## src/rtl/t01_keypad_scan.sv

```systemverilog
// t01_keypad_scan: 4x4 keypad column scanner with debounce, ASCII decode and a one-cycle keyvalid pulse.
// Optional auto-repeat while a key stays held is enabled by defining T01_KEYPAD_REPEAT_EN.
module t01_keypad_scan #(
   parameter int SCAN_DIV = 1000,
   parameter int DEBOUNCE = 4
`ifdef T01_KEYPAD_REPEAT_EN
   ,parameter int REPEAT_TICKS = 256
`endif
) (
   input  logic       clk,
   input  logic       nRST,
   input  logic       en,
   input  logic [3:0] rows,
   output logic [3:0] cols,
   output logic [7:0] data,
   output logic       keyvalid,
   output logic [2:0] dbg_state
);

   localparam int DIV_W = (SCAN_DIV > 1) ? $clog2(SCAN_DIV) : 1;
   localparam int DEB_W = $clog2(DEBOUNCE + 1);

   // Encoding is visible on dbg_state, so the values are fixed.
   typedef enum logic [2:0] {
      S_SCAN     = 3'd0,
      S_DEBOUNCE = 3'd1,
      S_EMIT     = 3'd2,
      S_HOLD     = 3'd3,
      S_RELEASE  = 3'd4
   } state_t;

   state_t             state_q, state_d;
   logic [3:0]         rs1_q, rs_q;
   logic [DIV_W-1:0]   div_q, div_d;
   logic [1:0]         col_q, col_d;
   logic [DEB_W-1:0]   deb_q, deb_d, deb_inc;
   logic [3:0]         key_rows_q, key_rows_d;
   logic [3:0]         cols_q, cols_d;
   logic [7:0]         data_q, data_d;
   logic               keyvalid_q, keyvalid_d;
   logic               tick;
`ifdef T01_KEYPAD_REPEAT_EN
   localparam int RPT_W = $clog2(REPEAT_TICKS + 1);
   logic [RPT_W-1:0]   rpt_q, rpt_d, rpt_inc;
`endif

   // Lowest-indexed active row wins when several rows are sensed.
   function automatic logic [1:0] low_row(input logic [3:0] r);
      if (r[0])      return 2'd0;
      else if (r[1]) return 2'd1;
      else if (r[2]) return 2'd2;
      else           return 2'd3;
   endfunction

   function automatic logic [7:0] key_ascii(input logic [1:0] r, input logic [1:0] c);
      case ({r, c})
         4'h0: key_ascii = 8'h31;  4'h1: key_ascii = 8'h32;
         4'h2: key_ascii = 8'h33;  4'h3: key_ascii = 8'h41;
         4'h4: key_ascii = 8'h34;  4'h5: key_ascii = 8'h35;
         4'h6: key_ascii = 8'h36;  4'h7: key_ascii = 8'h42;
         4'h8: key_ascii = 8'h37;  4'h9: key_ascii = 8'h38;
         4'hA: key_ascii = 8'h39;  4'hB: key_ascii = 8'h43;
         4'hC: key_ascii = 8'h2A;  4'hD: key_ascii = 8'h30;
         4'hE: key_ascii = 8'h23;  default: key_ascii = 8'h44;
      endcase
   endfunction

   always_comb begin
      state_d    = state_q;
      col_d      = col_q;
      deb_d      = deb_q;
      key_rows_d = key_rows_q;
      data_d     = data_q;
      keyvalid_d = 1'b0;
      tick       = (div_q == DIV_W'(SCAN_DIV - 1));
      div_d      = tick ? '0 : div_q + DIV_W'(1);
      deb_inc    = deb_q + DEB_W'(1);
`ifdef T01_KEYPAD_REPEAT_EN
      rpt_d      = rpt_q;
      rpt_inc    = rpt_q + RPT_W'(1);
`endif

      case (state_q)
         S_SCAN: begin
            if (tick) begin
               if (rs_q == 4'h0) begin
                  col_d = col_q + 2'd1;
               end else begin
                  key_rows_d = rs_q;
                  deb_d      = '0;
                  state_d    = S_DEBOUNCE;
               end
            end
         end
         S_DEBOUNCE: begin
            if (tick) begin
               if (rs_q == key_rows_q) begin
                  deb_d = deb_inc;
                  if (deb_inc >= DEB_W'(DEBOUNCE - 1)) state_d = S_EMIT;
               end else begin
                  state_d = S_SCAN;
                  col_d   = col_q + 2'd1;
               end
            end
         end
         S_EMIT: begin
            data_d     = key_ascii(low_row(key_rows_q), col_q);
            keyvalid_d = 1'b1;
            state_d    = S_HOLD;
`ifdef T01_KEYPAD_REPEAT_EN
            rpt_d      = '0;
`endif
         end
         S_HOLD: begin
            if (tick) begin
               if (rs_q == 4'h0) begin
                  deb_d   = '0;
                  state_d = S_RELEASE;
`ifdef T01_KEYPAD_REPEAT_EN
                  rpt_d   = '0;
               end else if (rpt_inc >= RPT_W'(REPEAT_TICKS)) begin
                  keyvalid_d = 1'b1;
                  rpt_d      = '0;
               end else begin
                  rpt_d = rpt_inc;
`endif
               end
            end
         end
         S_RELEASE: begin
            if (tick) begin
               if (rs_q == 4'h0) begin
                  deb_d = deb_inc;
                  if (deb_inc >= DEB_W'(DEBOUNCE - 1)) begin
                     deb_d   = '0;
                     state_d = S_SCAN;
                     col_d   = col_q + 2'd1;
                  end
               end else begin
                  state_d = S_HOLD;
`ifdef T01_KEYPAD_REPEAT_EN
                  rpt_d   = '0;
`endif
               end
            end
         end
         default: state_d = S_SCAN;
      endcase

      // Disabled scanning parks everything except the last decoded key.
      if (!en) begin
         state_d    = S_SCAN;
         div_d      = '0;
         col_d      = 2'd0;
         deb_d      = '0;
         keyvalid_d = 1'b0;
`ifdef T01_KEYPAD_REPEAT_EN
         rpt_d      = '0;
`endif
      end

      cols_d = en ? (4'b0001 << col_d) : 4'b0000;
   end

   always_ff @(posedge clk) begin
      if (!nRST) begin
         state_q    <= S_SCAN;
         rs1_q      <= 4'h0;
         rs_q       <= 4'h0;
         div_q      <= '0;
         col_q      <= 2'd0;
         deb_q      <= '0;
         key_rows_q <= 4'h0;
         cols_q     <= 4'h0;
         data_q     <= 8'h00;
         keyvalid_q <= 1'b0;
`ifdef T01_KEYPAD_REPEAT_EN
         rpt_q      <= '0;
`endif
      end else begin
         state_q    <= state_d;
         rs1_q      <= rows;
         rs_q       <= rs1_q;
         div_q      <= div_d;
         col_q      <= col_d;
         deb_q      <= deb_d;
         key_rows_q <= key_rows_d;
         cols_q     <= cols_d;
         data_q     <= data_d;
         keyvalid_q <= keyvalid_d;
`ifdef T01_KEYPAD_REPEAT_EN
         rpt_q      <= rpt_d;
`endif
      end
   end

   assign cols      = cols_q;
   assign data      = data_q;
   assign keyvalid  = keyvalid_q;
   assign dbg_state = state_q;

endmodule

```

## config.mk

```make
export PLATFORM = sky130hd
export DESIGN_NAME = t01_keypad_scan
export DESIGN_NICKNAME = d
export VERILOG_FILES = /design/src/rtl/t01_keypad_scan.sv
export SDC_FILE = /design/constraint.sdc
export NUM_CORES = 1
export LEC_CHECK = 0
export BUFFER_PORTS_ARGS = -buffer_cell sky130_fd_sc_hd__buf_2
export CAP_MARGIN = 0
export CORE_UTILIZATION = 52
export DETAILED_ROUTE_END_ITERATION = 8
export GPL_ROUTABILITY_DRIVEN = 0
export PLACE_DENSITY = 0.74
export SLEW_MARGIN = 0
export SYNTH_ARGS = -nofsm -noshare
export SYNTH_HDL_FRONTEND = slang
export SYNTH_SLANG_ARGS = --single-unit
```

## constraint.sdc

```tcl
create_clock -name clk -period 2.4 [get_ports clk]
set_clock_uncertainty 0.1 [all_clocks]
set_input_delay 0.24 -clock clk [delete_from_list [all_inputs] [get_ports clk]]
set_output_delay 0.24 -clock clk [all_outputs]
set_load 0.02 [all_outputs]
```

==> flow_metrics.py, run 1 <==
metrics = {
    "synth": {
        "netlist_area_sq_mm": 0.00216,
        "synth-async-reset-ratio_pct": 0,
        "synth-seq-cells": 42,
        "netlist_top_cells_area": "dfxtp_1 39%, ha_1 5.2%, nand2_1 4.2%",
        "synth_top_family_by_area": "simple AND/OR/NAND/NOR gates",
        "synth_fp_nets": 263,
        "yosysTopAreaCellShare_pct": 38.9,
        "synth-xor-area-share_pct": 6.08,
        "synth_cells": 247,
        "synth_area_leader_cell": "dfxtp_1",
        "synth-adder-area-share_pct": 5.21,
        "ys_types": 53,
        "muxShareOfSynthArea_pct": 3.71,
        "avgSynthCellArea_sq_um": 8.75,
        "seq_area_frac_synth_pct": 38.9,
        "yosys.area_share.simple_pct": 26.1,
        "synth-compound-area-share_pct": 15.8,
        "synth_edf_count": 0,
        "ys.flop_type": "dfxtp_1",
        "yosysWarnings": 0,
    },
    "routing": {
        "dr_wl_met3_microns": 213,
        "drt-initial-drc-count": 123,
        "highest_layer": "met4",
        "wl_met1_mm": 2.00,
        "vias": 1812,
        "drt_wl_total_mm": 4.31,
        "ant_nets": 0,
        "wire_per_inst_microns": 13.2,
        "met2_length_mm": 2.05,
        "viasPerCell": 5.56,
        "drtPass1Iterations": 4,
        "drc": 0,
    },
    "final_layout": {
        "nFillCells": 357,
        "most-common-layout-cells": "41 x dfxtp_1, 24 x nand2_1, 23 x nor2_1",
        "drive_gt1_share_pct": 21.0,
        "area_growth_pct": 14.9,
        "mostFrequentLayoutCell": "dfxtp_1",
        "diodes": 0,
        "postLayoutCellArea_sq_mm": 0.00248,
        "nNetsFinal": 291,
    },
    "die": {
        "dieArea_sq_mm": 0.00442,
        "fp.dieW_microns": 66.5,
        "std_cell_rows": 23,
        "start_util_pct": 54.0,
        "io_pins": 23,
        "core-area_sq_mm": 0.00400,
        "die_y_microns": 66.5,
    },
    "global_routing": {
        "grt_pass1_wl_mm": 7.18,
        "grt_pass1_vias": 1579,
        "antenna_found_initial": 0,
        "grt_usage_pct": 21.2,
        "gr-total-overflow": 0,
        "grt_max_degree": 23,
    },
    "clock_network": {
        "clockBufferDepth": 2,
        "cts_made_buffers": 5,
        "cts_sinks": 42,
        "postCtsHoldBufs": 0,
        "cts_tree": "yes",
        "h-tree-depth": 2,
        "cts_setup_buffers": 0,
        "clock_latency_ps": 300,
        "cts.clk_slew.worst_paths_ps": 90,
        "cts_root_buffer": "clkbuf_8",
    },
    "setup_path": {
        "path_max_fanout": 6,
        "end_kind": "flip-flop",
        "crit_type": "reg -> reg",
        "crit_arrival_ps": 2460,
        "worst_ep_required_time_ps": 2520,
        "cp-start-kind": "flip-flop",
        "r2r_cells": 6,
    },
    "timing": {
        "fin_crit_sh_pct": 97.4,
        "worstMarginPinSlew_ps": 499,
        "slew_headroom_pct": 65.9,
        "fmax_ghz": 0.428,
        "min_period_ps": 2340,
        "final_max_slew_viol_count": 0,
        "setup_viol": 0,
        "hold_viol_final": 0,
    },
    "placement": {
        "dp_hpwl_mm": 3.09,
        "postPlaceCellArea_sq_mm": 0.00237,
        "io_buffer_count": 21,
    },
    "pwr": {
        "power_density_mw_per_mm2": 497,
        "power_mw": 1.23,
        "p_leak_nw": 0.997,
        "ir_worst_vdd_v": 0.000454,
    },
    "run": {
        "max_cap_violations": 0,
    },
    "min_path": {
        "holdCritPathClass": "in -> reg",
        "whs_path_depth": 2,
    },
    "status": {
        "outcome": "finished clean",
    },
}
-- flip-flops by register name (all words and copies together), names as in the netlist --
register	flops
col_q	2
key_rows_q	4
rs_q	4
data	7
div_q	10
cols	4
keyvalid	1
dbg_state	3
deb_q	3
rs1_q	4
-- path summary, 6_finish.rpt --
check,start,endpoint,slack [ps]
setup reg to reg,rs_q[0],cols[2],60
hold reg to reg,rs1_q[1],rs_q[1],340
setup / recovery,rs_q[0],cols[2],60
hold / removal,rows[1],rs1_q[1],40
-- metrics by stage --
| stage | hold WS [ps] | utilization (%) | cells | setup TNS (ps) | worst slack (ps) |
|---|---|---|---|---|---|
| finish | 38.4 | 62.1 | 326 | 0 | 61.8 |
| floorplan | 267 | - | 247 | 0 | 50.4 |
| CTS | 36.5 | 61.7 | 326 | 0 | 46.6 |
| detailed placement | 318 | 59.3 | 318 | -19.1 | -19.1 |
| global placement | 313 | 59.3 | 318 | 0 | 69.8 |
| global route | 39.7 | 62.1 | 326 | -84.6 | -40.4 |
-- cell families after synthesis --
| group | after synthesis |
|---|---|
| simple gates | 106 |
| compound gates | 46 |
| flops | 42 |
| buf+inv | 20 |
| xor+xnor | 15 |
| fa+ha+maj | 9 |
| mux | 8 |
| other cells | 1 |
-- per-layer routing --
layer	up-vias	track usage, %
li1	919	-
met3	6	4.62
met5	-	0
met4	0	5.32
met1	844	28.3
met2	43	34.4
-- power breakdown --
part / internal (mW) / total, mW / switching [mW]
logic: 0.0244 / 0.0562 / 0.0317
registers: 0.705 / 0.711 / 0.00635
clock network: 0.208 / 0.467 / 0.259
total: 0.937 / 1.23 / 0.297
-- cell usage after synthesis (3+ instances only) --
library cell  number
a21oi_1            9
o21ai_0            7
nor3_1            10
nand2b_1           5
o211ai_1           3
xnor2_1            8
dfxtp_1           42
inv_1              5
nand3_1            8
nor2b_1            8
mux2i_1            8
clkbuf_1          11
ha_1               9
nand2_1           24
o211a_1            3
and3_1             4
a21boi_0           3
nor2_1            23
xor2_1             7
and2_1            10
-- repair_timing --
action	CTS	global route
setup endpoints to repair	3	8
resized for setup	1	4
pin swaps	0	2
-- cell type report --
type	instances	area [sq um]	area share, %
Inverter	5	18.8	0.756
Clock buffer	5	68.8	2.77
Timing Repair Buffer	36	218	8.77
Tap cell	50	62.6	2.52
Multi-Input combinational cell	185	1250	50.3
Clock inverter	3	23.8	0.957
Sequential cell	42	842	33.9
-- critical path, cell delays in order, from the launching register on --
cell,delay (ps)
dfxtp_1,370
nor4_4,300
or4b_4,560
o21a_1,220
o31ai_2,210
a41oi_2,210
nor4_2,270
(Power assumes the default switching activity.)
==> run 2, diff against run 1 <==
Settings changed: BUFFER_PORTS_ARGS -buffer_cell sky130_fd_sc_hd__buf_2 to -buffer_cell sky130_fd_sc_hd__buf_4.
==> flow_metrics.py, run 2 (synthesis results as in run 1) <==
metrics = {
    "status": {
        "outcome": "finished clean",
    },
    "die": {
        "std_cell_rows": 23,
        "io_pins": 23,
        "fp.dieW_microns": 66.5,
        "core-area_sq_mm": 0.00400,
        "die_y_microns": 66.5,
        "start_util_pct": 54.0,
        "dieArea_sq_mm": 0.00442,
    },
    "timing": {
        "fin_crit_sh_pct": 95.6,
        "hold_viol_final": 0,
        "setup_viol": 0,
        "min_period_ps": 2290,
        "final_max_slew_viol_count": 0,
        "slew_headroom_pct": 64.2,
        "setup_tns_ps": 0,
        "worstMarginPinSlew_ps": 534,
        "fmax_ghz": 0.436,
    },
    "placement": {
        "io_buffer_count": 21,
        "postPlaceCellArea_sq_mm": 0.00243,
        "dp_hpwl_mm": 3.16,
    },
    "final_layout": {
        "postLayoutCellArea_sq_mm": 0.00258,
        "nNetsFinal": 292,
        "most-common-layout-cells": "41 x dfxtp_1, 37 x buf_4, 24 x nand2_1",
        "diodes": 0,
        "regMostFlops": "div_q",
        "largest_reg_flops": 10,
        "mostFrequentLayoutCell": "dfxtp_1",
        "drive_gt1_share_pct": 20.9,
        "area_growth_pct": 19.6,
    },
    "clock_network": {
        "clockBufferDepth": 2,
        "cts_tree": "yes",
        "h-tree-depth": 2,
        "cts_made_buffers": 5,
        "cts.clk_slew.worst_paths_ps": 90,
        "cts_setup_buffers": 0,
        "cts_root_buffer": "clkbuf_8",
        "cts_sinks": 42,
        "clock_latency_ps": 300,
    },
    "setup_path": {
        "slowest_stage": "or4b_4",
        "crit_arrival_ps": 2390,
        "end_kind": "flip-flop",
        "worst_ep_required_time_ps": 2500,
        "cp-start-kind": "flip-flop",
        "rrSetupSlack_ps": 110,
        "cpPeakStageDelay_ps": 550,
        "path_max_fanout": 6,
        "crit_buf_inv": 0,
        "crit_type": "reg -> reg",
        "cp_cell_sequence": "nor4_4, or4b_4, o21a_1, o31ai_2, a41oi_2, and2_2",
        "worstReg2RegStart": "rs_q[3]",
        "timing.critical_path.max_delay_family": "simple AND/OR/NAND/NOR gates",
        "r2r_cells": 6,
        "r2r-end": "col_q[0]",
    },
    "global_routing": {
        "grt_pass1_wl_mm": 7.62,
        "grt-busiest-layer": "met2",
        "grt_max_degree": 23,
        "antenna_found_initial": 0,
        "met2_usage_pct": 37.9,
        "use_met3_pct": 4.79,
        "grt_pass1_vias": 1683,
        "grtUsageMet1_pct": 29.0,
        "gr-total-overflow": 0,
        "grt_usage_pct": 23.1,
    },
    "min_path": {
        "whs_path_depth": 2,
        "holdCritPathClass": "in -> reg",
        "hp-start": "rows[1]",
        "min_to": "rs1_q[1]",
    },
    "pwr": {
        "ir_worst_vdd_v": 0.000467,
        "p_leak_nw": 1.03,
        "power_density_mw_per_mm2": 557,
    },
    "routing": {
        "wire_per_inst_microns": 14.3,
        "drt-initial-drc-count": 121,
        "drt_wl_total_mm": 4.67,
        "drtPass1Iterations": 4,
        "ant_nets": 0,
        "vias": 1826,
        "viasPerCell": 5.58,
        "drc": 0,
    },
    "run": {
        "max_cap_violations": 0,
    },
}
[run 2: cell count changes in the layout (fill, tap and decap cells not counted)]
cell / change
nor3_2: -1
buf_2: -21
clkinv_4: +1
nor3_1: +1
clkinvlp_4: -2
buf_4: +22
bufinv_16: +2
inv_6: -1
[run 2: per-layer routing]
metal	share of wire [%]	routed length, microns	up-vias
met4	1.2	57	0
met3	5.1	238	8
li1	-	-	918
met5	0	0	-
met1	45	2120	844
met2	48	2260	56
[run 2: where the power goes]
group | total [mW] | internal (mW) | switching [mW]
Clock | 0.669 | 0.417 | 0.252
Sequential | 0.712 | 0.705 | 0.00695
Combinational | 0.0578 | 0.0266 | 0.0312
Total | 1.44 | 1.15 | 0.291
[run 2: worst max path at each step]
stage | cells after the start | end | startpoint
finish | 6 | col_q[0] | rs_q[3]
global placement | 7 | col_q[0] | div_q[0]
floorplan | 7 | cols[3] | rs_q[3]
CTS | 7 | cols[2] | div_q[0]
global route | 6 | col_q[0] | rs_q[3]
detailed placement | 7 | cols[2] | div_q[0]
[run 2: layout make-up]
type                            count  area [sq um]
Clock buffer                        5          68.8
Clock inverter                      3          68.8
Fill cell                         345          1420
Inverter                            5          18.8
Multi-Input combinational cell    185          1240
Sequential cell                    42           842
Tap cell                           50          62.6
Timing Repair Buffer               37           278
[run 2: what timing repair did]
action                     4_1_cts  5_1_grt
gates resized for setup          1        3
hold buffers                     0        0
setup endpoints to repair        4        9
pin swaps                        0        2
[run 2: stage by stage]
| stage | power (mW) | instances | hold slack (ps) | utilization, % | worst slack (ps) |
|---|---|---|---|---|---|
| floorplan | 0.763 | 247 | 267 | - | 50.4 |
| global placement | 0.784 | 319 | 313 | 60.8 | 75.2 |
| detailed placement | 0.786 | 319 | 318 | 60.8 | -45.3 |
| CTS | 1.45 | 327 | 41.9 | 64.4 | 31.2 |
| global route | 1.48 | 327 | 46.5 | 64.6 | -2.82 |
| finish | 1.44 | 327 | 47.4 | 64.6 | 106 |
==> run 3, diff against run 2 <==
Settings changed: BUFFER_PORTS_ARGS -buffer_cell sky130_fd_sc_hd__buf_4 to default, CELL_PAD_IN_SITES_DETAIL_PLACEMENT from default to 0, CELL_PAD_IN_SITES_GLOBAL_PLACEMENT from default to 1, CORE_UTILIZATION 52 to 43, DONT_BUFFER_PORTS from default to 1.
==> flow_metrics.py, run 3 (synthesis results as in run 1) <==
metrics = {
    "global_routing": {
        "antenna_found_initial": 0,
        "grt_usage_pct": 19.3,
        "grt_pass1_vias": 1580,
        "gr-total-overflow": 0,
        "grt_max_degree": 21,
        "grt_pass1_wl_mm": 7.76,
    },
    "die": {
        "start_util_pct": 45.2,
        "die_y_microns": 72.9,
        "dieArea_sq_mm": 0.00531,
        "io_pins": 23,
        "fp.dieW_microns": 72.9,
        "std_cell_rows": 25,
        "core-area_sq_mm": 0.00479,
    },
    "timing": {
        "hold_viol_final": 0,
        "fin_crit_sh_pct": 94.1,
        "setup_tns_ps": 0,
        "final_max_slew_viol_count": 0,
        "worstMarginPinSlew_ps": 574,
        "fmax_ghz": 0.443,
        "layout_setup_ws_ps": 142,
        "rsz0062_at_grt": "no",
        "min_period_ps": 2260,
        "setup_viol": 0,
        "slew_headroom_pct": 61.6,
    },
    "setup_path": {
        "cpPeakStageDelay_ps": 560,
        "path_max_fanout": 7,
        "end_kind": "flip-flop",
        "r2r_cells": 6,
        "worstSetupPathDepth": 6,
        "crit_arrival_ps": 2350,
        "slowest_stage": "or4b_4",
        "crit_buf_inv": 0,
        "cp_cell_sequence": "nor4_4, or4b_4, o21a_1, o31ai_2, a41oi_2, and2_2",
        "worst_ep_required_time_ps": 2500,
        "timing.critical_path.max_delay_family": "simple AND/OR/NAND/NOR gates",
        "rrSetupSlack_ps": 140,
        "cp-start-kind": "flip-flop",
        "r2r-end": "col_q[0]",
        "worstReg2RegStart": "rs_q[3]",
        "crit_type": "reg -> reg",
    },
    "pwr": {
        "p_leak_nw": 1.00,
        "power_density_mw_per_mm2": 560,
        "ir_worst_vdd_v": 0.000469,
    },
    "placement": {
        "preCtsSetupSlack_ps": 24.0,
        "postPlaceCellArea_sq_mm": 0.00237,
        "io_buffer_count": 0,
        "dp_hpwl_mm": 3.28,
        "dp_cells": 325,
    },
    "clock_network": {
        "h-tree-depth": 2,
        "clockBufferDepth": 2,
        "cts_made_buffers": 5,
        "cts_setup_buffers": 0,
        "cts.clk_slew.worst_paths_ps": 90,
        "clock_latency_ps": 300,
        "cts_root_buffer": "clkbuf_8",
        "cts_sinks": 42,
        "cts_tree": "yes",
    },
    "min_path": {
        "holdCritPathClass": "in -> reg",
        "hp-start": "nRST",
        "min_to": "deb_q[2]",
        "whs_path_depth": 3,
    },
    "routing": {
        "wire_per_inst_microns": 13.3,
        "drt_wl_total_mm": 4.50,
        "drc": 0,
        "drt-initial-drc-count": 86,
        "viasPerCell": 5.09,
        "vias": 1720,
        "drtPass1Iterations": 4,
        "ant_nets": 0,
    },
    "final_layout": {
        "drive_gt1_share_pct": 17.3,
        "nFillCells": 440,
        "nNetsFinal": 286,
        "most-common-layout-cells": "41 x dfxtp_1, 26 x buf_4, 24 x nand2_1",
        "mostFrequentLayoutCell": "dfxtp_1",
        "postLayoutCellArea_sq_mm": 0.00257,
        "largest_reg_flops": 10,
        "area_growth_pct": 19.2,
        "regMostFlops": "div_q",
        "fin_cells": 338,
        "diodes": 0,
    },
    "run": {
        "max_cap_violations": 0,
    },
    "status": {
        "outcome": "finished clean",
    },
}
==> run 3: repair_timing <==
item                                   4_1_cts  5_1_grt
gates resized for setup                      1        3
hold buffers                                 5        0
gates cloned                                 0        0
pin swaps                                    0        3
endpoints found under the hold margin       20        0
setup endpoints to repair                    2        6
==> run 3: power by group <==
group	internal [mW]	total (mW)	switching, mW
logic	0.0276	0.0583	0.0307
registers	0.705	0.712	0.00724
clock network	0.417	0.672	0.255
==> run 3: worst reg2reg max path: cells and delay by family, from the launching register on <==
kind / cells / cell delay (ps)
compound gates: 3 / 620
flops: 1 / 340
simple gates: 3 / 1110
==> run 3: worst max path at each step <==
stage	startpoint	endpoint	slack, ps
floorplan	rs_q[3]	cols[3]	50
global placement	div_q[0]	col_q[0]	100
detailed placement	div_q[0]	cols[2]	20
CTS	div_q[0]	cols[2]	100
global route	div_q[1]	cols[1]	10
finish	rs_q[3]	col_q[0]	140
==> run 3: layer usage <==
layer / share of wire [%] / global-route usage [%] / vias to the layer above
met5: 0 / 0 / -
met4: 1.6 / 8.06 / 0
met3: 3.8 / 4.83 / 7
met2: 41 / 27.0 / 31
met1: 54 / 28.0 / 777
li1: - / - / 905
==> run 3: final cells by class <==
type | instances | area [sq um] | area share, %
Tap cell | 67 | 83.8 | 3.26
Inverter | 5 | 18.8 | 0.729
Sequential cell | 42 | 842 | 32.7
Timing Repair Buffer | 31 | 245 | 9.52
Multi-Input combinational cell | 185 | 1250 | 48.4
Clock inverter | 3 | 68.8 | 2.67
Clock buffer | 5 | 68.8 | 2.67
==> run 3: metrics by stage <==
step / hold WS, ps / power (mW) / util [%]
after floorplan: 267 / 0.763 / -
after global placement: 263 / 0.776 / 49.6
after detailed placement: 267 / 0.776 / 49.6
after CTS: 134 / 1.47 / 53.6
after global routing: 159 / 1.50 / 53.8
final: 155 / 1.44 / 53.8
